$ cat src/rtl/vc_arbiter.sv
// vc_arbiter: weighted round-robin drain of two virtual-channel FIFOs into
// one downstream FIFO. VC0 wins up to VC0_WEIGHT consecutive grants while
// VC1 is waiting; VC1 then gets one grant. Pop strobes are combinational,
// the write to the downstream FIFO is registered two cycles after the pop.
module vc_arbiter #(
    parameter int BW         = 4,
    parameter int VC0_WEIGHT = 3
) (
    input  logic          clk,
    input  logic          reset,
    input  logic          vc0_fifo_empty,
    input  logic          vc1_fifo_empty,
    input  logic [BW-1:0] vc0_fifo_data_out,
    input  logic [BW-1:0] vc1_fifo_data_out,
    input  logic          out_fifo_almost_full,
    input  logic          out_fifo_full,
    output logic          vc0_fifo_rd,
    output logic          vc1_fifo_rd,
    output logic          out_fifo_wr,
    output logic [BW-1:0] out_fifo_data_in,
    output logic          arb_error
);

    // State doubles as the pending-capture tag: POP0/POP1 in cycle N+1 means
    // the matching VC's read data is valid now and must be captured.
    typedef enum logic [1:0] {
        IDLE = 2'd0,
        POP0 = 2'd1,
        POP1 = 2'd2
    } state_t;

    localparam logic [3:0] WEIGHT = 4'(VC0_WEIGHT);

    state_t        state_q, state_d;
    logic [3:0]    wcnt_q, wcnt_d;
    logic          out_wr_q, out_wr_d;
    logic [BW-1:0] out_data_q, out_data_d;
    logic          arb_err_q, arb_err_d;
    logic          grant0, grant1;

    // Grant decision, weight counter update and next state from current inputs
    always_comb begin
        grant0  = 1'b0;
        grant1  = 1'b0;
        state_d = IDLE;
        wcnt_d  = wcnt_q;
        if (!reset && !out_fifo_almost_full) begin
            if (!vc0_fifo_empty && vc1_fifo_empty) begin
                grant0 = 1'b1;
            end else if (vc0_fifo_empty && !vc1_fifo_empty) begin
                grant1 = 1'b1;
            end else if (!vc0_fifo_empty && !vc1_fifo_empty) begin
                if (wcnt_q < WEIGHT) begin
                    grant0 = 1'b1;
                end else begin
                    grant1 = 1'b1;
                end
            end
        end
        if (grant0) begin
            state_d = POP0;
            // Only consecutive VC0 grants that actually starve VC1 count
            if (!vc1_fifo_empty) begin
                wcnt_d = wcnt_q + 4'd1;
            end
        end else if (grant1) begin
            state_d = POP1;
            wcnt_d  = 4'd0;
        end
    end

    // Capture of the popped word and sticky overflow detection
    always_comb begin
        out_wr_d   = 1'b0;
        out_data_d = out_data_q;
        case (state_q)
            POP0: begin
                out_wr_d   = 1'b1;
                out_data_d = vc0_fifo_data_out;
            end
            POP1: begin
                out_wr_d   = 1'b1;
                out_data_d = vc1_fifo_data_out;
            end
            default: begin
            end
        endcase
        arb_err_d = arb_err_q | (out_wr_q & out_fifo_full);
    end

    // State, counter and output registers; reset discards in-flight captures
    always_ff @(posedge clk) begin
        if (reset) begin
            state_q    <= IDLE;
            wcnt_q     <= 4'd0;
            out_wr_q   <= 1'b0;
            out_data_q <= '0;
            arb_err_q  <= 1'b0;
        end else begin
            state_q    <= state_d;
            wcnt_q     <= wcnt_d;
            out_wr_q   <= out_wr_d;
            out_data_q <= out_data_d;
            arb_err_q  <= arb_err_d;
        end
    end

    assign vc0_fifo_rd      = grant0;
    assign vc1_fifo_rd      = grant1;
    assign out_fifo_wr      = out_wr_q;
    assign out_fifo_data_in = out_data_q;
    assign arb_error        = arb_err_q;

endmodule
$ cat config.mk
export PLATFORM = sky130hd
export DESIGN_NAME = vc_arbiter
export DESIGN_NICKNAME = d
export VERILOG_FILES = /design/src/rtl/vc_arbiter.sv
export SDC_FILE = /design/constraint.sdc
export NUM_CORES = 1
export LEC_CHECK = 0
export ABC_AREA = 0
export BUFFER_PORTS_ARGS = -buffer_cell sky130_fd_sc_hd__clkbuf_2
export CORE_AREA = 5 5 51 53
export CTS_BUF_LIST = sky130_fd_sc_hd__clkbuf_8
export DETAILED_ROUTE_END_ITERATION = 10
export DIE_AREA = 0 0 56 58
export PLACE_DENSITY = 0.54
export SLEW_MARGIN = 15
export SYNTH_ARGS = -nofsm -noshare
export SYNTH_HDL_FRONTEND = slang
export SYNTH_SLANG_ARGS = --single-unit
export TNS_END_PERCENT = 20
$ cat constraint.sdc
create_clock -name clk -period 1.49 [get_ports clk]
set_input_delay 0.0745 -clock clk [delete_from_list [all_inputs] [get_ports clk]]
set_output_delay 0.0745 -clock clk [all_outputs]
set_load 0.01 [all_outputs]
* Word-level counts from Yosys, hierarchy flattened
Index checks and enable logic that the tools add are counted.
** Storage, ports and cells
- Register bits :: 12
- Logic and storage cells :: 43
** Cells by class
- Add/subtract/negate cells :: 1
- Magnitude comparators :: 1
- Equal/unequal tests :: 3
- Multiplexer cells :: 17
- Bitwise logic cells :: 2
- Reduce and logical (&&, ||, !) cells :: 13
** Operators by type and width (count)
- 2-to-1 mux 1 bit :: 12
- 2-to-1 mux 4 bit :: 3
- case mux 4 bit (2 select lines) :: 1
- adder 4 x 1 -> 4 bit, second input constant :: 1
- logical AND 1 bit :: 4
- logical NOT 1 bit :: 4
- less-than comparator 4 x 2 -> 1 bit, second input constant :: 1
- nonzero test 2 bit :: 2
- OR reduction 2 bit :: 2
- equality test 2 x 1 -> 1 bit, second input constant :: 1
- equality test 2 bit, second input constant :: 1
- 2-to-1 mux 2 bit :: 1
- != test 2 bit, second input constant :: 1
- AND reduction 2 bit :: 1
- bitwise AND 1 bit :: 1
- bitwise OR 1 bit :: 1

* Depth between registers and ports, before layout
- Word-level depth :: 8
- Depth in mapped cells :: 5
- Depth with buffers taken out :: 4

* Least setup slack after synthesis
OpenSTA, ideal clock, no wires.
- Path kind :: register to output
- From :: reg wcnt_q[0]
- To :: out vc0_fifo_rd
- Data arrival time :: 1339 ps
- Slack :: 76 ps
- Cell stages (with the launch flop) :: 5
- Buffers on the path :: 1
- Cells stage by stage :: dfxtp_1 > ha_1 > or4_1 > buf_2 > a211oi_1
** On the way
- Word-level cells in the longest chain between the ends :: 6
** Ends and longest elaborated chain
- from (decl) :: line 35 : logic [3:0] wcnt_q, wcnt_d;
- from (signal assigned) :: line 101 : wcnt_q <= wcnt_d;
- less-than comparator 4 x 2 -> 1 bit :: line 53 : if (wcnt_q < WEIGHT) begin
- 2-to-1 mux 1 bit :: line 53
- 2-to-1 mux 1 bit :: line 52 : end else if (!vc0_fifo_empty && !vc1_fifo_empty) begin
- 2-to-1 mux 1 bit :: line 50 : end else if (vc0_fifo_empty && !vc1_fifo_empty) begin
- 2-to-1 mux 1 bit :: line 48 : if (!vc0_fifo_empty && vc1_fifo_empty) begin
- 2-to-1 mux 1 bit :: line 47 : if (!reset && !out_fifo_almost_full) begin
- to (decl) :: line 17 : output logic vc0_fifo_rd,
No other way between the ends.

* Final worst setup path
- From :: reg wcnt_q[0]
- To :: out vc1_fifo_rd
** On the way
- Word-level cells in the longest chain between the ends :: 6
** Ends and longest elaborated chain
- less-than comparator 4 x 2 -> 1 bit :: line 53
- 2-to-1 mux 1 bit :: line 53
- 2-to-1 mux 1 bit :: line 52
- 2-to-1 mux 1 bit :: line 50
- 2-to-1 mux 1 bit :: line 48
- 2-to-1 mux 1 bit :: line 47
- to (decl) :: line 18 : output logic vc1_fifo_rd,
No other way between the ends.

==> flow_summary.ini <==
[timing]
drv_slew = 0
clock.fmax_ghz = 0.6153
fin_crit_sh_pct = 109.1
postLayoutSetupSlackWorst_ns = -0.1353
fin_skew_ns = 0.001308
final.setup.tns_ns = -0.2222
slew-limit-headroom_pct = 78.65
period_minus_slack_ns = 1.625
hold_viol = 0
worstMarginPinSlew_ns = 0.3203
finalSetupViolations = 2
rsz0062_at_grt = true

[yosys]
synth_fa_ha_area_share_pct = 4.950
synth.area.top_cells = dfxtp_1, a211oi_1, mux2i_1
synth_fp_nets = 65
synth-xor-area-share_pct = 0
synth-simple-area-share_pct = 22.03
netlist_area_sq_um = 505.5
syn_inst = 49
ys_seq_elements = 12
ys_seq_area_share_pct = 47.52
synth.yosys.warnings = 0
yosysTopAreaCell = dfxtp_1
synth_compound_area_share_pct = 12.87
avgSynthCellArea_sq_um = 10.32
synth_top_family_by_area = simple AND/OR/NAND/NOR gates
synthMuxAreaShare_pct = 7.921
yosysTopAreaCellShare_pct = 47.52
synth.distinct_cells = 18

[critical_path]
crit_path_max_fanout = 3
r2r_setup_slack_ns = 0.04
r2r-start = wcnt_q[0]
critPathArrivalTime_ns = 1.55
path_class = flip-flop to primary output
cpPeakStageDelay_ns = 0.43
ff2ff_path_depth = 5
crit_path_cell_trace = ha_2 -> or4_4 -> buf_6 -> nor4b_1 -> clkbuf_2
r2r-end = state_q[0]
start_kind = flip-flop
slowest_stage = or4_4
crit_required_ns = 1.42
end_kind = primary output
endpoint = vc1_fifo_rd
startpoint = wcnt_q[0]

[layout]
final_common_cell = clkbuf_2
nets = 90
syn2layout_area_growth_pct = 42.33
fillers = 215
num_antenna_cells = 0
multiInputGateArea_sq_um = 252.7
layout-drive-gt1-share_pct = 43.84
regArea_sq_um = 241.5
fin_util_pct = 34.17
final_cell_mix = clkbuf_2, dfxtp_1, a211oi_1

[cts]
cts-buffers-inserted = 3
postCtsHoldBufs = 0
cts.htree.levels = 1
cts.sinks = 12
clk_latency_ns = 0.24
clockBufferDepth = 2
clkTransAtPathRegs_ns = 0.05
cts-root-buf = clkbuf_8
cts_tree = done

[grt]
antenna_found_initial = 0
grt_pass1_wl_mm = 1.918
grt_max_degree = 17
grt_pass1_vias = 435
grt_usage_pct = 7.503
grt_overflow = 0

[run_status]
outcome = finished with violations
violations = setup timing

[floorplan]
row_count = 17
ioPinCount = 22
core_area_sq_um = 2106
dieHeight_um = 58
floorplan.initialDensity_pct = 24.00
fp.dieW_um = 56
die_area_sq_um = 3248

[placed_design]
pre_cts_ws_ns = 0.07789
place_congestion = 0.7279
numPortBuffers = 21

[pwr]
ir_worst_vdd_v = 0.0006989
p_seq_share_pct = 43.4
p_int_mw = 0.6193
p_leak_nw = 0.3024
powerDensity_nw_per_um2 = 1102
net-switching-power_mw = 0.1738
pwr-share-clk_pct = 44.2
p_comb_share_pct = 12.4
power_mw = 0.7931
p_sw_share_pct = 21.92

[routing]
vias = 447
wirelength_mm = 1.130
viasPerCell = 4.426
ant_nets = 0
post_drt_wl_per_cell_um = 11.19
firstDrtPassIters = 4
drc = 0
drtIter0Drc = 5

[hold_path]
hp-class = input pin to flip-flop

[job]
drv_cap = 0
==> repair_timing <==
| item | CTS | global route |
|---|---|---|
| cloned | 0 | 0 |
| setup buffers | 1 | 0 |
| gates resized for setup | 5 | 1 |
| endpoints found under the setup margin | 2 | 2 |
==> critical path: cells and delay by family, from the launching register on <==
kind                     cells  cell delay (ns)
AND/OR/NAND/NOR              2             0.55
flip-flops                   1             0.32
buffers and inverters        2             0.27
adder cells (fa/ha/maj)      1             0.17
==> synthesized netlist by cell type <==
cell type / n
nand2b_1: 2
o32ai_1: 1
dfxtp_1: 12
a211oi_1: 6
mux2i_1: 4
nor2b_1: 4
nor3b_2: 1
ha_1: 2
clkbuf_1: 2
nor4b_1: 2
o22ai_1: 1
or4_1: 2
or4b_1: 1
nor2_1: 3
inv_1: 3
a21oi_1: 1
nor3b_1: 1
buf_2: 1
==> power by group through the flow <==
stage,sequential [mW],combinational [mW],clock (mW)
global route,0.346,0.110,0.384
finish,0.344,0.0986,0.350
global placement,0.350,0.0924,0
detailed placement,0.351,0.0938,0
CTS,0.344,0.101,0.363
floorplan,0.356,0.0438,0
==> worst min path at each step <==
stage,start,end,slack (ns),depth (start not counted)
after detailed placement,out_fifo_full,arb_error,0.32,3
final,out_fifo_full,arb_error,0.07,3
after global placement,out_fifo_full,arb_error,0.31,3
after global routing,vc1_fifo_empty,state_q[1],0.1,2
after CTS,out_fifo_full,arb_error,0.07,3
after floorplan,out_fifo_almost_full,state_q[1],0.15,1
==> layout make-up <==
| type | instances | area share [%] |
|---|---|---|
| Multi-Input combinational cell | 31 | 35.13 |
| Sequential cell | 12 | 33.57 |
| Timing Repair Buffer | 23 | 17.22 |
| Clock buffer | 4 | 7.652 |
| Tap cell | 28 | 4.870 |
| Inverter | 3 | 1.565 |
==> logic make-up (layout without fill, tap and decap cells) <==
kind of cell	count (synthesis)	after routing
compound gates	9	9
fa+ha+maj	2	2
buf+inv	6	30
flops	12	12
mux	4	4
simple gates	16	16
==> state kept, by name, indices dropped and copies added (netlist names) <==
| register | count |
|---|---|
| out_fifo_wr | 1 |
| state_q | 2 |
| out_fifo_data_in | 4 |
| arb_error | 1 |
| wcnt_q | 4 |
==> per-layer routing <==
metal,up-vias,wire (um),global-route usage (%),share of wire (%)
li1,226,-,-,-
met1,198,521,8.898,46
met2,23,482,10.85,43
met3,0,127,5.345,11
met4,0,0,2.034,0
met5,-,0,0,0
==> metrics by stage <==
| stage | hold slack (ns) | std cells | instance area (sq um) |
|---|---|---|---|
| 4_1_cts | 0.06943 | 101 | 719.4 |
| 6_report | 0.06774 | 101 | 719.4 |
| 2_1_floorplan | 0.1501 | 49 | 505.5 |
| 3_3_place_gp | 0.3130 | 96 | 640.6 |
| 5_1_grt | 0.09766 | 101 | 719.4 |
| 3_5_place_dp | 0.3213 | 96 | 640.6 |
No activity file was read; power rests on OpenSTA's default activity.
